`src/rtl/alu_pkg.sv`:
```
// Shared definitions for the 8-bit ALU arithmetic blocks (add/sub, divider, ALU top).
package alu_pkg;

  localparam int WIDTH = 8;

  // Controller state encoding, kept as plain constants so older blocks can share it
  localparam logic [1:0] ST_IDLE = 2'd0;
  localparam logic [1:0] ST_RUN  = 2'd1;
  localparam logic [1:0] ST_FIN  = 2'd2;

  // Operand interpretation selected by the mode input
  localparam logic MODE_UNSIGNED = 1'b0;
  localparam logic MODE_SIGNED   = 1'b1;

endpackage

```
`src/rtl/twos_neg.sv`:
```
// Conditional two's-complement negate: out = en ? -in : in.
// Used for operand magnitude and for the quotient/remainder sign fix-up.
module twos_neg #(
  parameter int WIDTH = 8
) (
  input  logic             en_i,
  input  logic [WIDTH-1:0] in_i,
  output logic [WIDTH-1:0] out_o
);

  // Pure combinational negate; the most-negative value maps onto itself
  assign out_o = en_i ? (WIDTH'(0) - in_i) : in_i;

endmodule

```
`src/rtl/seq_divider.sv`:
```
// Multi-cycle restoring divider, one quotient bit per clock.
// Produces quotient, remainder and a divide-by-zero flag, all registered,
// with a one-cycle done pulse when they update.
//
// state   | meaning
// --------+-------------------------------------------------------------
// ST_IDLE | waiting for start
// ST_RUN  | WIDTH restoring steps, then one finishing edge (sign fix-up)
// ST_FIN  | done pulse cycle; start here is accepted back-to-back
module seq_divider
  import alu_pkg::*;
#(
  parameter int WIDTH = alu_pkg::WIDTH
) (
  input  logic             clk,
  input  logic             rst,
  input  logic             start,
  input  logic [WIDTH-1:0] x,
  input  logic [WIDTH-1:0] y,
  input  logic             mode,
  output logic             busy,
  output logic             done,
  output logic [WIDTH-1:0] quot,
  output logic [WIDTH-1:0] rem,
  output logic             dz
);

  localparam int CW = $clog2(WIDTH + 1);

  logic [1:0]       state_q, state_d;
  logic [CW-1:0]    cnt_q, cnt_d;
  logic [WIDTH-1:0] dvd_q, dvd_d;     // dividend shifting out, quotient shifting in
  logic [WIDTH-1:0] dvs_q, dvs_d;     // divisor magnitude; zero marks divide-by-zero
  logic [WIDTH-1:0] prem_q, prem_d;   // partial remainder
  logic             negq_q, negq_d;
  logic             negr_q, negr_d;
  logic [WIDTH-1:0] quot_q, quot_d;
  logic [WIDTH-1:0] rem_q, rem_d;
  logic             dz_q, dz_d;
  logic             done_q, done_d;

  logic [WIDTH-1:0] x_abs, y_abs;
  logic [WIDTH-1:0] quot_fix, rem_fix;
  logic [WIDTH:0]   shifted, trial;

  twos_neg #(.WIDTH(WIDTH)) u_abs_x (
    .en_i (mode == MODE_SIGNED && x[WIDTH-1]),
    .in_i (x),
    .out_o(x_abs)
  );

  twos_neg #(.WIDTH(WIDTH)) u_abs_y (
    .en_i (mode == MODE_SIGNED && y[WIDTH-1]),
    .in_i (y),
    .out_o(y_abs)
  );

  twos_neg #(.WIDTH(WIDTH)) u_fix_q (
    .en_i (negq_q),
    .in_i (dvd_q),
    .out_o(quot_fix)
  );

  twos_neg #(.WIDTH(WIDTH)) u_fix_r (
    .en_i (negr_q),
    .in_i (prem_q),
    .out_o(rem_fix)
  );

  // One restoring step: shift in the next dividend bit and try to subtract the divisor
  assign shifted = {prem_q, dvd_q[WIDTH-1]};
  assign trial   = shifted - {1'b0, dvs_q};

  // Next-state logic for the controller and datapath
  always_comb begin
    state_d = state_q;
    cnt_d   = cnt_q;
    dvd_d   = dvd_q;
    dvs_d   = dvs_q;
    prem_d  = prem_q;
    negq_d  = negq_q;
    negr_d  = negr_q;
    quot_d  = quot_q;
    rem_d   = rem_q;
    dz_d    = dz_q;
    done_d  = 1'b0;

    case (state_q)
      ST_IDLE, ST_FIN: begin
        if (start) begin
          // Divide-by-zero skips the steps (cnt=0) but still spends one RUN
          // cycle, so its done pulse lands one edge after acceptance.
          state_d = ST_RUN;
          prem_d  = '0;
          if (y == '0) begin
            cnt_d  = '0;
            dvd_d  = x;
            dvs_d  = '0;
            negq_d = 1'b0;
            negr_d = 1'b0;
          end else begin
            cnt_d  = CW'(WIDTH);
            dvd_d  = x_abs;
            dvs_d  = y_abs;
            negq_d = (mode == MODE_SIGNED) && (x[WIDTH-1] ^ y[WIDTH-1]);
            negr_d = (mode == MODE_SIGNED) && x[WIDTH-1];
          end
        end else begin
          state_d = ST_IDLE;
        end
      end

      ST_RUN: begin
        if (cnt_q != '0) begin
          cnt_d = cnt_q - CW'(1);
          if (!trial[WIDTH]) begin
            prem_d = trial[WIDTH-1:0];
            dvd_d  = {dvd_q[WIDTH-2:0], 1'b1};
          end else begin
            prem_d = shifted[WIDTH-1:0];
            dvd_d  = {dvd_q[WIDTH-2:0], 1'b0};
          end
        end else begin
          state_d = ST_FIN;
          done_d  = 1'b1;
          if (dvs_q == '0) begin
            quot_d = '1;
            rem_d  = dvd_q;
            dz_d   = 1'b1;
          end else begin
            quot_d = quot_fix;
            rem_d  = rem_fix;
            dz_d   = 1'b0;
          end
        end
      end

      default: state_d = ST_IDLE;
    endcase
  end

  // State and output registers with synchronous reset that aborts any operation
  always_ff @(posedge clk) begin
    if (rst) begin
      state_q <= ST_IDLE;
      cnt_q   <= '0;
      dvd_q   <= '0;
      dvs_q   <= '0;
      prem_q  <= '0;
      negq_q  <= 1'b0;
      negr_q  <= 1'b0;
      quot_q  <= '0;
      rem_q   <= '0;
      dz_q    <= 1'b0;
      done_q  <= 1'b0;
    end else begin
      state_q <= state_d;
      cnt_q   <= cnt_d;
      dvd_q   <= dvd_d;
      dvs_q   <= dvs_d;
      prem_q  <= prem_d;
      negq_q  <= negq_d;
      negr_q  <= negr_d;
      quot_q  <= quot_d;
      rem_q   <= rem_d;
      dz_q    <= dz_d;
      done_q  <= done_d;
    end
  end

  assign busy = (state_q == ST_RUN);
  assign done = done_q;
  assign quot = quot_q;
  assign rem  = rem_q;
  assign dz   = dz_q;

endmodule

```
`config.mk`:
```
export PLATFORM = sky130hd
export DESIGN_NAME = seq_divider
export DESIGN_NICKNAME = d
export VERILOG_FILES = /design/src/rtl/alu_pkg.sv /design/src/rtl/twos_neg.sv /design/src/rtl/seq_divider.sv
export SDC_FILE = /design/constraint.sdc
export NUM_CORES = 1
export LEC_CHECK = 0
export CAP_MARGIN = 20
export CORE_ASPECT_RATIO = 0.9
export CORE_MARGIN = 1.5
export CORE_UTILIZATION = 45
export CTS_CLUSTER_DIAMETER = 40
export DETAILED_ROUTE_END_ITERATION = 8
export MAX_ROUTING_LAYER = met4
export PLACE_DENSITY = 0.73
export REMOVE_ABC_BUFFERS = 1
export SLEW_MARGIN = 10
export SYNTH_ARGS = -nofsm -noshare
export SYNTH_HDL_FRONTEND = slang
export SYNTH_SLANG_ARGS = --single-unit
```
`constraint.sdc`:
```
create_clock -name clk -period 4.5 [get_ports clk]
set_clock_uncertainty 0.2 [all_clocks]
set_input_delay 0.675 -clock clk [delete_from_list [all_inputs] [get_ports clk]]
set_output_delay 0.675 -clock clk [all_outputs]
set_load 0.03 [all_outputs]
```
==> flow_summary_export.csv, run 1 <==
group,metric,value,unit
status,status,"complete, no violations",
sta,fin_tns_setup,0,ps
synth,syn_area,2930,sq um
sta,hold_viol_final,0,
pwr,finalPower,1.16,mW
route,drt_iter0_markers,135,
sta,setup_viol,0,
synth,yosys.area.top_type,"dfxtp_1",
pwr,power_density,334,nW/um^2
final_layout,finalNetCount,435,
route,wirelength,6720,um
worst_setup_path,path_class,"register to register",
synth,ys_seq_area_frac,0.342,
placed_design,place_area,3380,sq um
clock_tree,post-cts-setup-buffers,0,
worst_setup_path,cp.required,4510,ps
sta,fin_crit,3090,ps
clock_tree,clkTransAtPathRegs,90,ps
hold_path,worst_hold_path.num_cells,2,
worst_setup_path,worstPathArrival,3100,ps
clock_tree,cts.sinks,50,
die,num_io_pins,39,
worst_setup_path,r2r-start,"dvd_q[7]",
clock_tree,cts_tree,"yes",
global_route,antenna_found_initial,0,
pwr,p_leak,1.34,nW
synth,synth_flop_cell,"dfxtp_1",
hold_path,holdPathEnd,"rem[2]",
clock_tree,cts_resized,0,
worst_setup_path,cpPeakStageDelay,660,ps
route,dr.pass1.iters,4,
clock_tree,htreeDepth,2,
sta,hold_ws,272,ps
synth,synth-async-reset-ratio,0,
sta,rsz0062_at_grt,"no",
global_route,grt.total_usage,0.208,
die,placeableCoreArea,6220,sq um
placed_design,globalplace.congestion,0.913,
worst_setup_path,crit_fanout,12,
clock_tree,clockBufferDepth,2,
synth,synth-compound-area-share,0.231,
synth,synth_top_family_by_area,"compound AO/OA/AOI/OAI gates",
hold_path,hp-class,"register to register",
synth,synth_mux_area_frac,0.0205,
final_layout,drive_gt1_frac,0.0449,
sta,drv_slew,0,
route,avgViaCountPerCell,5.41,
global_route,grt_max_degree,38,
sta,fin_crit_sh,0.687,
clock_tree,numCtsBuffers,5,
worst_setup_path,cp_common_cell,"mux2i_1",
run,cap_violations,0,
synth,synth_cell_types,52,
final_layout,stdcell_area,3480,sq um
final_layout,area_delta_synth_final,18.6,%
worst_setup_path,startpoint_type,"register",
worst_setup_path,rr_worst_depth,9,
clock_tree,clk_latency,310,ps
clock_tree,cts_hold_buffers,0,
synth,ys_ff_latch,50,
synth,yosys_warnings,0,
final_layout,layout_commonest_cell,"dfxtp_1",
worst_setup_path,rr_endpoint,"prem_q[2]",
sta,fmax,0.324,GHz
hold_path,holdCritStartpoint,"rem[2]",
synth,synth-simple-area-share,0.212,
route,drc_errors,0,
final_layout,num_antenna_cells,0,
worst_setup_path,crit_path_top_delay_cell,"nor2_1",
worst_setup_path,cp-end-kind,"register",
die,initial_core_util,0.471,
synth,synthCells,367,
synth,yosys.area_share.xor_xnor,0.0807,
global_route,grt_pass1_vias,2316,
pwr,ir_drop,0.000136,V
synth,synth_top_area_frac,0.342,
worst_setup_path,crit_path_cell_trace,"inv_1 > ha_1 > fa_1 > nand2b_1 > a211oi_1 > mux2i_1 > nor2_1 > mux2i_1 > a22o_2",
die,die_h,79.6,um
sta,worst_pin_slew,812,ps
synth,synth_area_leaders,"dfxtp_1 34%, nor2_1 6.0%, ha_1 6.0%",
worst_setup_path,reg2reg_slack,1410,ps
die,core.rowCount,27,
route,wl_per_cell,13.8,um
worst_setup_path,path_buf_inv,1,
synth,synth_edf_count,0,
final_layout,finish.utilization,0.559,
route,antenna_left,0,
die,dieArea,7010,sq um
route,routed-via-count,2639,
placed_design,place_hpwl,5160,um
synth,yosys.area_share.adder,0.0666,
synth,avgSynthCellArea,7.98,sq um
die,die_w,88.1,um
placed_design,portBuffers,38,
global_route,grt_pass1_wl,11200,um
sta,slew_headroom,0.457,
clock_tree,root_buffer,"clkbuf_8",
global_route,overflow,0,
final_layout,final_cell_mix,"50 x dfxtp_1, 47 x nor2_1, 39 x nand2_1",
worst_setup_path,crit_family,"simple AND/OR/NAND/NOR gates",
-- cell families after synthesis --
kind of cell / Yosys count
buffers and inverters: 36
AO/OA/AOI/OAI: 100
adder cells (fa/ha/maj): 15
flip-flops: 50
XOR/XNOR: 27
AND/OR/NAND/NOR: 133
multiplexers: 6
-- synthesized netlist by cell type (all sizes together), types with 6 or more instances --
master  number
dfxtp       50
nor2        47
nand2       39
o21ai       27
inv         22
a21oi       20
xnor2       17
ha          14
clkbuf      12
nand3       10
xor2        10
o22ai        9
nand2b       8
mux2i        6
nor3         6
-- worst max-delay path by stage --
stage | startpoint | endpoint | cells past startpoint | slack [ps]
floorplan | dvd_q[7] | prem_q[2] | 9 | 1750
global placement | dvd_q[7] | prem_q[2] | 9 | 1550
detailed placement | dvd_q[7] | prem_q[2] | 9 | 1450
CTS | dvd_q[7] | prem_q[2] | 9 | 1430
global route | prem_q[0] | prem_q[2] | 8 | 1210
finish | dvd_q[7] | prem_q[2] | 9 | 1410
-- per-layer routing --
layer  wire (um)  GRT usage  up-vias  part of all wire
li1            -          -     1369                 -
met1        3420      0.290     1186              0.51
met2        2890      0.311       76              0.43
met3         324     0.0352        8             0.048
met4          86     0.0531        0             0.013
met5           0          -        -                 0
-- final cells by class --
type,count,area (sq um)
fill,621,2740
multi-input combinational,281,1790
sequential,50,1000
timing repair buffer,40,395
tap,87,109
clock buffer,6,82.6
inverter,22,82.6
clock inverter,2,17.5
-- worst reg2reg max path: cells and delay by family, from the launching register on --
family	cells	cell delay, ps
simple gates	2	850
buf+inv	1	90
mux	2	330
compound gates	2	550
flops	1	350
fa+ha+maj	2	630
-- where the power goes --
group / internal [mW] / switching [mW] / leakage, nW
registers: 0.479 / 0.0377 / 0.408
clock network: 0.127 / 0.156 / 0.0514
logic: 0.148 / 0.212 / 0.877
-- through the flow --
step | instances | setup slack, ps
global route | 488 | 1210
floorplan | 353 | 1750
finish | 488 | 1410
global placement | 480 | 1550
detailed placement | 480 | 1450
CTS | 488 | 1430
-- registers in the layout (all words and copies together), names as in the netlist --
name     count
dvd_q        8
dvs_q        8
prem_q       8
quot         8
rem          8
cnt_q        4
state_q      2
done         1
dz           1
negq_q       1
negr_q       1
No activity file was read; power rests on OpenSTA's default activity.
==> run 2: changes to the inputs <==
--- a/config.mk
+++ b/config.mk
@@ -12,7 +12,7 @@
 export CTS_CLUSTER_DIAMETER = 40
 export DETAILED_ROUTE_END_ITERATION = 8
 export MAX_ROUTING_LAYER = met4
-export PLACE_DENSITY = 0.73
+export PLACE_DENSITY = 0.76
 export REMOVE_ABC_BUFFERS = 1
 export SLEW_MARGIN = 10
 export SYNTH_ARGS = -nofsm -noshare
==> constraint.sdc (replaced) <==
create_clock -name clk -period 2.5 [get_ports clk]
set_clock_uncertainty 0.2 [all_clocks]
set_input_delay 0.375 -clock clk [delete_from_list [all_inputs] [get_ports clk]]
set_output_delay 0.375 -clock clk [all_outputs]
set_load 0.03 [all_outputs]
==> flow_summary_export.csv, run 2 (synthesis gave the netlist of run 1 again) <==
group,metric,value,unit
worst_setup_path,cpPeakStageDelay,340,ps
sta,fmax,0.402,GHz
global_route,grt_max_degree,20,
pwr,power_density,602,nW/um^2
die,die_h,79.6,um
sta,setup_viol,0,
die,num_io_pins,39,
worst_setup_path,path_class,"register to register",
clock_tree,htreeDepth,2,
final_layout,finish.utilization,0.614,
worst_setup_path,rr_endpoint,"prem_q[7]",
worst_setup_path,crit_family,"compound AO/OA/AOI/OAI gates",
route,avgViaCountPerCell,5.38,
placed_design,place_area,3630,sq um
route,drt_iter0_markers,152,
route,wirelength,7250,um
route,dr.pass1.iters,4,
worst_setup_path,crit_path_top_delay_cell,"dfxtp_2",
worst_setup_path,rr_worst_depth,11,
clock_tree,root_buffer,"clkbuf_8",
global_route,grt.total_usage,0.229,
route,wl_per_cell,13.8,um
placed_design,dp_cells,514,
sta,fin_crit_sh,0.996,
hold_path,holdCritStartpoint,"rem[1]",
sta,hold_viol_final,0,
final_layout,area_delta_synth_final,30.2,%
route,drc_errors,0,
sta,fin_tns_setup,0,ps
worst_setup_path,cp.required,2510,ps
final_layout,seq_area,1000,sq um
pwr,ir_drop,0.000277,V
worst_setup_path,worstPathArrival,2500,ps
hold_path,worst_hold_path.num_cells,2,
clock_tree,clockBufferDepth,2,
worst_setup_path,crit_fanout,7,
clock_tree,cts_hold_buffers,0,
placed_design,pre_cts_ws,-249,ps
final_layout,layout_commonest_cell,"dfxtp_1",
route,routed-via-count,2826,
pwr,p_leak,1.54,nW
die,die_w,88.1,um
final_layout,drive_gt1_frac,0.146,
worst_setup_path,startpoint_type,"register",
final_layout,final_cell_mix,"49 x dfxtp_1, 47 x nor2_1, 39 x nand2_1",
clock_tree,clk_latency,320,ps
sta,fin_crit,2490,ps
worst_setup_path,reg2reg_slack,10,ps
global_route,grt_pass1_wl,12300,um
sta,drv_slew,0,
sta,worst_pin_slew,475,ps
worst_setup_path,r2r-start,"dvd_q[7]",
die,core.rowCount,27,
global_route,antenna_found_initial,0,
placed_design,globalplace.congestion,0.882,
worst_setup_path,crit_cells,11,
sta,slew_headroom,0.682,
placed_design,place_hpwl,5630,um
die,dieArea,7010,sq um
placed_design,portBuffers,38,
clock_tree,cts_tree,"yes",
clock_tree,numCtsBuffers,5,
run,cap_violations,0,
final_layout,multi_input_area,1830,sq um
clock_tree,cts.sinks,50,
final_layout,fin_cells,525,
die,initial_core_util,0.471,
hold_path,holdPathEnd,"rem[1]",
final_layout,num_antenna_cells,0,
global_route,overflow,0,
global_route,grt_pass1_vias,2728,
sta,rsz0062_at_grt,"yes",
final_layout,finalNetCount,472,
final_layout,n_fill_cell,588,
worst_setup_path,cp-end-kind,"register",
sta,worst_slack,11.1,ps
worst_setup_path,crit_path_cell_trace,"inv_2 > ha_4 > fa_2 > nand2b_4 > a211oi_2 > mux2i_1 > nor2_1 > buf_4 > buf_6 > a32oi_1 > o31ai_1",
die,placeableCoreArea,6220,sq um
final_layout,stdcell_area,3810,sq um
route,antenna_left,0,
clock_tree,clkTransAtPathRegs,100,ps
status,status,"complete, no violations",
hold_path,hp-class,"register to register",
worst_setup_path,path_buf_inv,3,
run 2: per-layer routing:
metal,vias up,GRT usage,share of wire
met5,-,-,0
met4,0,0.0703,0.015
met3,10,0.0279,0.040
met2,69,0.368,0.47
met1,1302,0.301,0.48
li1,1445,-,-
run 2: tightest hold or removal path: stages, from the launching register on:
cell and delay (ps):
dfxtp_1 320, nand2_1 50, a21oi_1 50
run 2: what timing repair did:
item	in CTS	in global routing
endpoints found under the setup margin	8	9
pin swaps	7	6
buffers inserted	4	0
resized for setup	7	4
run 2: cell type report:
| class | count | share of cell area |
|---|---|---|
| Timing Repair Buffer | 77 | 0.177 |
| Clock buffer | 5 | 0.0180 |
| Multi-Input combinational cell | 281 | 0.479 |
| Clock inverter | 3 | 0.0125 |
| Inverter | 22 | 0.0216 |
| Sequential cell | 50 | 0.263 |
| Tap cell | 87 | 0.0285 |
run 2: how the worst max path moves through the flow:
stage / startpoint / slack [ps] / endpoint
global placement: dvd_q[7] / -170 / prem_q[4]
floorplan: dvd_q[7] / -250 / prem_q[2]
finish: dvd_q[7] / 10 / prem_q[7]
CTS: dvd_q[7] / 10 / prem_q[7]
detailed placement: dvd_q[7] / -250 / prem_q[4]
global route: dvd_q[7] / -120 / prem_q[4]
run 2: report_power, final:
group / internal, mW / switching [mW] / leakage [nW]
sequential: 0.863 / 0.0645 / 0.409
combinational: 0.351 / 0.415 / 1.07
clock: 0.306 / 0.299 / 0.0591
total: 1.52 / 0.778 / 1.54
run 2: metrics by stage:
step	power [mW]	hold WS (ps)
after floorplan	1.38	244
after global placement	1.65	247
final	2.30	258
after global routing	2.42	284
after detailed placement	1.67	251
after CTS	2.29	264
==> run 3: changes to the inputs <==
--- a/config.mk
+++ b/config.mk
@@ -11,9 +11,11 @@
 export CORE_UTILIZATION = 45
 export CTS_CLUSTER_DIAMETER = 40
 export DETAILED_ROUTE_END_ITERATION = 8
+export GPL_ROUTABILITY_DRIVEN = 1
 export MAX_ROUTING_LAYER = met4
-export PLACE_DENSITY = 0.76
+export PLACE_DENSITY = 0.67
 export REMOVE_ABC_BUFFERS = 1
+export SETUP_SLACK_MARGIN = 0.4
 export SLEW_MARGIN = 10
 export SYNTH_ARGS = -nofsm -noshare
 export SYNTH_HDL_FRONTEND = slang
==> flow_summary_export.csv, run 3 (synthesis gave the netlist of run 1 again) <==
group,metric,value,unit
global_route,grt_max_degree,22,
worst_setup_path,crit_path_cell_trace,"inv_2 > ha_4 > fa_2 > nand2b_4 > a211oi_2 > mux2i_1 > nor2_1 > buf_4 > or4_1 > nand3_1",
pwr,comb_power_share,0.377,
global_route,grt_pass1_vias,2682,
status,violations,"setup timing",
clock_tree,numCtsBuffers,5,
route,wirelength,7630,um
sta,drv_slew,0,
sta,fin_tns_setup,-45.3,ps
placed_design,portBuffers,38,
worst_setup_path,path_class,"register to register",
placed_design,place_hpwl,5630,um
die,die_w,88.1,um
final_layout,num_antenna_cells,0,
pwr,seqPwrFrac,0.402,
run,cap_violations,0,
worst_setup_path,crit_path_top_delay_cell,"or4_1",
worst_setup_path,cpPeakStageDelay,470,ps
sta,hold_viol_final,0,
worst_setup_path,startpoint_type,"register",
sta,rsz0062_at_grt,"yes",
pwr,ir_drop,0.000246,V
route,wl_per_cell,14.2,um
final_layout,final_cell_mix,"50 x buf_4, 49 x dfxtp_1, 44 x nor2_1",
worst_setup_path,rr_worst_depth,10,
clock_tree,root_buffer,"clkbuf_8",
pwr,power_density,583,nW/um^2
final_layout,area_delta_synth_final,35.2,%
die,dieArea,7010,sq um
worst_setup_path,crit_cells,10,
global_route,grt.total_usage,0.239,
sta,worst_pin_slew,559,ps
worst_setup_path,crit_fanout,4,
hold_path,hp-class,"primary input to register",
die,num_io_pins,39,
global_route,grt_pass1_wl,12700,um
hold_path,worst_hold_path.num_cells,4,
die,core.rowCount,27,
worst_setup_path,path_buf_inv,2,
route,routed-via-count,2898,
worst_setup_path,cp-end-kind,"register",
final_layout,stdcell_area,3960,sq um
pwr,p_leak,1.61,nW
sta,fmax,0.396,GHz
pwr,p_int,1.51,mW
clock_tree,clockBufferDepth,2,
placed_design,place_area,3650,sq um
route,avgViaCountPerCell,5.38,
worst_setup_path,crit_family,"simple AND/OR/NAND/NOR gates",
pwr,finalPower,2.31,mW
sta,fin_crit,2530,ps
route,drc_errors,0,
global_route,antenna_found_initial,0,
sta,fin_crit_sh,1.01,
sta,worst_slack,-25.2,ps
status,status,"finished, violations left",
global_route,overflow,0,
die,placeableCoreArea,6220,sq um
final_layout,drive_gt1_frac,0.199,
die,initial_core_util,0.471,
clock_tree,clkTransAtPathRegs,90,ps
final_layout,layout_commonest_cell,"buf_4",
clock_tree,htreeDepth,2,
worst_setup_path,worstPathArrival,2580,ps
final_layout,finish.utilization,0.637,
sta,slew_headroom,0.626,
pwr,p_clk_frac,0.221,
route,dr.pass1.iters,4,
clock_tree,cts.sinks,50,
final_layout,finalNetCount,486,
die,die_h,79.6,um
route,antenna_left,0,
pwr,p_sw,798,uW
worst_setup_path,cp.required,2550,ps
pwr,netSwitchingFraction,0.346,
route,drt_iter0_markers,155,
sta,setup_viol,2,
clock_tree,clk_latency,310,ps
clock_tree,cts_tree,"yes",
placed_design,globalplace.congestion,0.870,
==> run 3: cell count changes in the layout (fill, tap and decap cells not counted), sizes merged <==
cell,delta
buf,+14
bufinv,-1
clkbuf,+4
clkdlybuf4s15,+2
clkdlybuf4s50,-7
clkinvlp,+1
dlygate4sd2,+3
inv,-2
==> run 3: path summary, 6_finish.rpt <==
path / from / endpoint / slack [ps]
worst max-delay path: dvd_q[7] / prem_q[4] / -30
worst min-delay path: y[6] / dvs_q[6] / 260
worst max register to register: dvd_q[7] / prem_q[4] / -30
worst min register to register: rem[3] / rem[3] / 260
==> run 3: worst register-to-register path, delay by kind of cell (launching register included) <==
kind	cells	cell delay, ps
compound gates	1	200
fa+ha+maj	2	500
buf+inv	2	200
flops	1	340
mux	1	270
simple gates	4	770
==> run 3: per-stage QoR <==
step                hold WS (ps)  setup slack [ps]  instances
floorplan                    244              -247        353
global placement             251              -135        516
detailed placement           251              -217        516
CTS                          264             -27.6        538
global route                 286              -123        539
finish                       261             -25.2        539
==> run 3: cell type report <==
type / instances / area (sq um)
fill: 580 / 2250
tap: 87 / 109
timing repair buffer: 91 / 776
sequential: 50 / 1000
clock buffer: 7 / 86.3
clock inverter: 1 / 8.76
inverter: 22 / 86.3
multi-input combinational: 281 / 1890
==> run 3: layer usage <==
metal  share of wire  global-route usage
met5               0                   -
met4           0.014              0.0797
met3           0.048              0.0372
met2            0.47               0.382
met1            0.47               0.308
==> run 3: power by group through the flow <==
stage	Combinational (mW)	Sequential (mW)	Clock, mW
floorplan	0.394	0.981	0
global placement	0.729	0.943	0
detailed placement	0.738	0.944	0
CTS	0.826	0.926	0.519
global route	0.950	0.940	0.550
finish	0.871	0.929	0.509
==> run 3: timing repair <==
action	in CTS	in global routing
gates cloned	0	0
setup buffers	14	1
resized for setup	26	19
pin swaps	10	7
hold buffers	0	0
setup endpoints to repair	21	24
